## config.mk

```make
export PLATFORM = sky130hd
export DESIGN_NAME = fp_conv_ctrl
export DESIGN_NICKNAME = d
export VERILOG_FILES = /design/src/rtl/fp_conv_ctrl.sv
export SDC_FILE = /design/constraint.sdc
export NUM_CORES = 1
export LEC_CHECK = 0
export BUFFER_PORTS_ARGS = -buffer_cell sky130_fd_sc_hd__clkbuf_2
export CORE_MARGIN = 4
export CORE_UTILIZATION = 50
export CTS_CLUSTER_SIZE = 10
export DETAILED_ROUTE_END_ITERATION = 8
export PLACE_DENSITY = 0.82
export SLEW_MARGIN = 20
export SYNTH_ARGS = -nofsm -noshare
export SYNTH_HDL_FRONTEND = slang
export SYNTH_SLANG_ARGS = --single-unit
```

## constraint.sdc

```tcl
create_clock -name clk -period 3.6 [get_ports clk]
set_clock_uncertainty 0.2 [all_clocks]
set_input_delay 0.72 -clock clk [delete_from_list [all_inputs] [get_ports clk]]
set_output_delay 0.72 -clock clk [all_outputs]
set_load 0.02 [all_outputs]
```

## src/rtl/fp_conv_ctrl.sv

```systemverilog
// rtl/fp_conv_ctrl.sv - two's-complement to packed {S,E,F} float sequencer
// Optional out_sat saturation flag port: define FP_CONV_SAT_FLAG_EN.
module fp_conv_ctrl #(
  parameter int IN_W  = 12,
  parameter int EXP_W = 3,
  parameter int SIG_W = 4
) (
  input  logic             clk,
  input  logic             rst_n,
  input  logic [IN_W-1:0]  in_data,
  input  logic             in_valid,
  output logic             in_ready,
  output logic             out_s,
  output logic [EXP_W-1:0] out_e,
  output logic [SIG_W-1:0] out_f,
  output logic             out_valid,
  input  logic             out_ready,
  output logic             busy
`ifdef FP_CONV_SAT_FLAG_EN
  ,
  output logic             out_sat
`endif
);

  localparam logic [1:0] IDLE  = 2'd0;
  localparam logic [1:0] NORM  = 2'd1;
  localparam logic [1:0] ROUND = 2'd2;
  localparam logic [1:0] DONE  = 2'd3;

  localparam logic [EXP_W:0]  CNT_MAX  = {1'b1, {EXP_W{1'b0}}};
  localparam logic [EXP_W-1:0] E_MAX   = {EXP_W{1'b1}};
  localparam logic [IN_W-1:0] MOST_NEG = {1'b1, {(IN_W-1){1'b0}}};
  localparam logic [IN_W-1:0] MAG_MAX  = {1'b0, {(IN_W-1){1'b1}}};

  logic [1:0]       state_q, state_d;
  logic             s_q, s_d;
  logic [IN_W-1:0]  sh_q, sh_d;
  logic [EXP_W:0]   cnt_q, cnt_d;
  logic             out_s_q, out_s_d;
  logic [EXP_W-1:0] out_e_q, out_e_d;
  logic [SIG_W-1:0] out_f_q, out_f_d;

  logic [IN_W-1:0]  mag;
  logic [SIG_W-1:0] f0;
  logic             rbit;
  logic [SIG_W:0]   f_inc;
  logic [EXP_W:0]   e_w;
  logic [EXP_W-1:0] rnd_e;
  logic [SIG_W-1:0] rnd_f;
`ifdef FP_CONV_SAT_FLAG_EN
  logic             sat_q, sat_d, rnd_sat;
`endif

  // Negating the most-negative code overflows back onto itself, so clamp it.
  always_comb begin
    if (!in_data[IN_W-1])
      mag = in_data;
    else if (in_data == MOST_NEG)
      mag = MAG_MAX;
    else
      mag = ~in_data + 1'b1;
  end

  always_comb begin
    f0    = sh_q[IN_W-1 -: SIG_W];
    rbit  = sh_q[IN_W-1-SIG_W];
    f_inc = {1'b0, f0} + 1'b1;
    e_w   = CNT_MAX - cnt_q;
    rnd_e = '0;
    rnd_f = f0;
`ifdef FP_CONV_SAT_FLAG_EN
    rnd_sat = 1'b0;
`endif
    if (cnt_q != CNT_MAX) begin
      rnd_e = e_w[EXP_W-1:0];
      if (rbit) begin
        if (!f_inc[SIG_W]) begin
          rnd_f = f_inc[SIG_W-1:0];
        end else if (e_w[EXP_W-1:0] == E_MAX) begin
          rnd_e = E_MAX;
          rnd_f = '1;
`ifdef FP_CONV_SAT_FLAG_EN
          rnd_sat = 1'b1;
`endif
        end else begin
          rnd_e = e_w[EXP_W-1:0] + 1'b1;
          rnd_f = {1'b1, {(SIG_W-1){1'b0}}};
        end
      end
    end
  end

  always_comb begin
    state_d = state_q;
    s_d     = s_q;
    sh_d    = sh_q;
    cnt_d   = cnt_q;
    out_s_d = out_s_q;
    out_e_d = out_e_q;
    out_f_d = out_f_q;
`ifdef FP_CONV_SAT_FLAG_EN
    sat_d   = sat_q;
`endif
    case (state_q)
      IDLE: begin
        if (in_valid) begin
          s_d     = in_data[IN_W-1];
          sh_d    = {1'b0, mag[IN_W-2:0]};
          cnt_d   = '0;
          state_d = NORM;
        end
      end
      NORM: begin
        if (sh_q[IN_W-1] || (cnt_q == CNT_MAX)) begin
          state_d = ROUND;
        end else begin
          sh_d  = sh_q << 1;
          cnt_d = cnt_q + 1'b1;
        end
      end
      ROUND: begin
        out_s_d = s_q;
        out_e_d = rnd_e;
        out_f_d = rnd_f;
`ifdef FP_CONV_SAT_FLAG_EN
        sat_d   = rnd_sat;
`endif
        state_d = DONE;
      end
      DONE: begin
        if (out_ready) state_d = IDLE;
      end
      default: state_d = IDLE;
    endcase
  end

  always_ff @(posedge clk or negedge rst_n) begin
    if (!rst_n) begin
      state_q <= IDLE;
      s_q     <= 1'b0;
      sh_q    <= '0;
      cnt_q   <= '0;
      out_s_q <= 1'b0;
      out_e_q <= '0;
      out_f_q <= '0;
`ifdef FP_CONV_SAT_FLAG_EN
      sat_q   <= 1'b0;
`endif
    end else begin
      state_q <= state_d;
      s_q     <= s_d;
      sh_q    <= sh_d;
      cnt_q   <= cnt_d;
      out_s_q <= out_s_d;
      out_e_q <= out_e_d;
      out_f_q <= out_f_d;
`ifdef FP_CONV_SAT_FLAG_EN
      sat_q   <= sat_d;
`endif
    end
  end

  assign in_ready  = (state_q == IDLE);
  assign out_valid = (state_q == DONE);
  assign busy      = (state_q != IDLE);
  assign out_s     = out_s_q;
  assign out_e     = out_e_q;
  assign out_f     = out_f_q;
`ifdef FP_CONV_SAT_FLAG_EN
  assign out_sat   = sat_q;
`endif

endmodule

```

==> metrics.md <==
| Metric | Value |
|---|---|
| Async SR Flop Fraction | `100%` |
| Number of synthesized flops with an enable pin | `0` |
| First-pass GRT wire length | `7030 um` |
| Pin count of the biggest net entering global routing | `28` |
| Syn nets | `223` |
| Max-slew headroom at the worst pin | `56.3%` |
| Ant diodes | `0` |
| Hpwl dp | `around 3200 um` |
| Max Cap Viol | `0` |
| Crit-path slowest cell | `dfrtp_1` |
| Slew @ Worst Pin | `0.655 ns` |
| R2R Path Start | `cnt_q[0]` |
| Final setup viols | `0` |
| Final setup margin | `1.25 ns` |
| Pwr Total | `1.71 mW` |
| Synth cell types | `54` |
| Detailed Route WL | `4240 um` |
| Port-buffer cells | `26` |
| Final Cell Area | `a little over 2000 sq um` |
| Nets | `248` |
| GRT Overall Usage | `19.5%` |
| Crit-path cells | `inv_1, ha_1, nand3b_4, and2_0, a21oi_1, mux2_2` |
| DRT iter0 DRCs | `135` |
| Clock Tree Root | `clkbuf_8` |
| Share of post-route cells with drive strength above 1 | `23.0%` |
| I/O Pins | `27` |
| Worst-Skew Late Latency | `0.27 ns` |
| Fin. Hold Viols | `0` |
| Worst setup path class | `reg2reg` |
| Setup TNS | `0 ns` |
| Startpoint types | `flop` |
| Tcrit/Tclk final | `65.3%` |
| Final Max Slew Viols | `0` |
| Outcome | `completed` |
| RSZ-0062 raised after global routing | `false` |
| Worst reg-to-reg path cell count | `6` |
| Placed Instances | `264` |
| Area Overhead vs Synth | `11.4%` |
| R2R Path End | `state_q[1]` |
| Drt drc | `0` |
| CTS tree | `built` |
| Pwr dens | `826 nW/um^2` |
| Routed via count | `1,647` |
| Clock Pin Slew Worst Setup and Hold Paths | `0.09 ns` |
| WP data arrival | `2.31 ns` |
| Avg Cell Area, Syn | `roughly 9.4 sq um` |
| Flops & latches, synth | `27` |
| Num CTS Buffers | `3` |
| Drt wl/cell | `15.8 um` |
| H-tree levels | `1` |
| Drt pass-1 iters | `4` |
| Crit path largest cell delay | `0.47 ns` |
| Longest Clk Path Bufs | `2` |
| Post-CTS Resized | `0` |
| Mapped Area | `1850 sq um` |
| Hold Buf Count CTS | `0` |
| Dpl cell area | `2020 sq um` |
| Peak supply drop | `0.000793 V` |
| Die H | `slightly below 70 um` |
| Sequential area share after synthesis | `between 30 and 40%` |
| CTS sink cnt | `27` |
| Max Clk Rate | `426 MHz` |
| Initial antenna violation count | `0` |
| Pre-CTS WS | `1.22 ns` |
| Tmin final | `2.35 ns` |
| Worst hold slack | `around 0.26 ns` |
| Die area | `4750 sq um` |
| Top FF cell, synth | `dfrtp_1` |
| Rows | `21` |
| Lkg Pwr | `0.912 nW` |
| Hold WC Path Type | `in2async` |
| Via density | `6.15` |
| Core Area | `3470 sq um` |
| Placer Congestion | `0.864` |
| Mapped Cells | `198` |
| CP endpoint kind | `flop` |
| Postcts setup bufs | `0` |
| Vias in the first global route | `around 1,500` |
| Remaining global-route overflow | `0` |
| Critical Path RT | `3.56 ns` |
| R2R Setup Slk | `1.25 ns` |
| Ys Warns | `0` |
| Final core utilization | `59.6%` |
| CP Max Fanout | `9` |
| # fillers | `317` |
| Starting Density | `53.5%` |
| ANT nets after route | `0` |
| Die extent in x | `approximately 69 um` |
| Post-route insts no fill | `around 270` |
-- registers in the layout (all words and copies together) (netlist names) --
register	count
out_e	3
s_q	1
out_s	1
cnt_q	4
sh_q	12
state_q	2
out_f	4
-- Yosys cell counts, types with 3 or more instances --
| master | instances | area [sq um] |
|---|---|---|
| nand4_1 | 6 | 37.5 |
| a31oi_1 | 12 | 75.1 |
| inv_1 | 14 | 52.6 |
| nand3_1 | 7 | 35.0 |
| o211ai_1 | 3 | 22.5 |
| nor4_1 | 3 | 18.8 |
| clkbuf_1 | 5 | 18.8 |
| a21o_1 | 3 | 22.5 |
| dfrtp_1 | 27 | 676 |
| xor2_1 | 4 | 35.0 |
| nand2_1 | 13 | 48.8 |
| ha_1 | 9 | 113 |
| mux2_2 | 7 | 78.8 |
| o21ai_0 | 11 | 55.1 |
| nor2_1 | 8 | 30.0 |
| a21oi_1 | 11 | 55.1 |
| nor3_1 | 4 | 20.0 |
| a211oi_2 | 3 | 37.5 |
-- logic make-up after synthesis --
kind of cell | after synthesis | synth area share (%)
AOI/OAI and AO/OA | 66 | 26.0
and+or+nand+nor | 58 | 18.4
DFF | 27 | 36.4
buffers and inverters | 23 | 4.99
muxes | 9 | 5.33
adders and majority gates | 9 | 6.07
xor gates and xnor gates | 6 | 2.83
-- critical path, delay by kind of cell (launching register included) --
kind	cells	cell delay, ns
AOI/OAI and AO/OA	1	0.34
muxes	1	0.37
and+or+nand+nor	2	0.50
buffers and inverters	1	0.12
adders and majority gates	1	0.24
DFF	1	0.47
-- final cells by class --
cell class | count | area [sq um] | share of cell area, %
clock buffer | 4 | 45.0 | 2.18
inverter | 15 | 56.3 | 2.73
multi-input combinational | 148 | 1090 | 52.6
sequential | 27 | 676 | 32.7
tap | 46 | 57.6 | 2.79
timing repair buffer | 28 | 145 | 7.03
-- how the worst max path moves through the flow --
stage,from,to,slack [ns],cells past startpoint
after floorplan,state_q[0],sh_q[1],1.46,6
after global placement,in_data[4],sh_q[9],1.24,5
after detailed placement,in_data[4],sh_q[5],1.22,5
after CTS,cnt_q[0],state_q[1],1.26,6
after global routing,cnt_q[0],state_q[1],1.13,6
final,cnt_q[0],state_q[1],1.25,6
-- routing by layer --
layer / vias to the layer above / wire length, um / global-route usage (%)
li1: 799 / - / -
met5: - / 0 / 0
met2: 39 / 2090 / 32.1
met3: 2 / 198 / 2.92
met4: 0 / 11 / 2.43
met1: 807 / 1940 / 27.8
-- cells in the final DEF, fill, tap and decap left out, drive strengths merged, types with 3 or more instances in the layout --
cell    count
nand2      13
a41oi       3
a21o        4
a211oi      3
mux2        7
ha          9
xor2        4
nor4        4
a21oi      11
nand3       7
a31oi      12
o21ai      12
inv        14
nor2        8
o211ai      3
and3        4
clkbuf     30
dfrtp      27
nor3        4
nand3b      3
nand4       6
-- power breakdown --
group | switching (mW) | internal, mW | total [mW]
combinational | 0.585 | 0.394 | 0.979
clock | 0.0897 | 0.0792 | 0.169
sequential | 0.119 | 0.440 | 0.559
No activity file was read; power rests on OpenSTA's default activity.
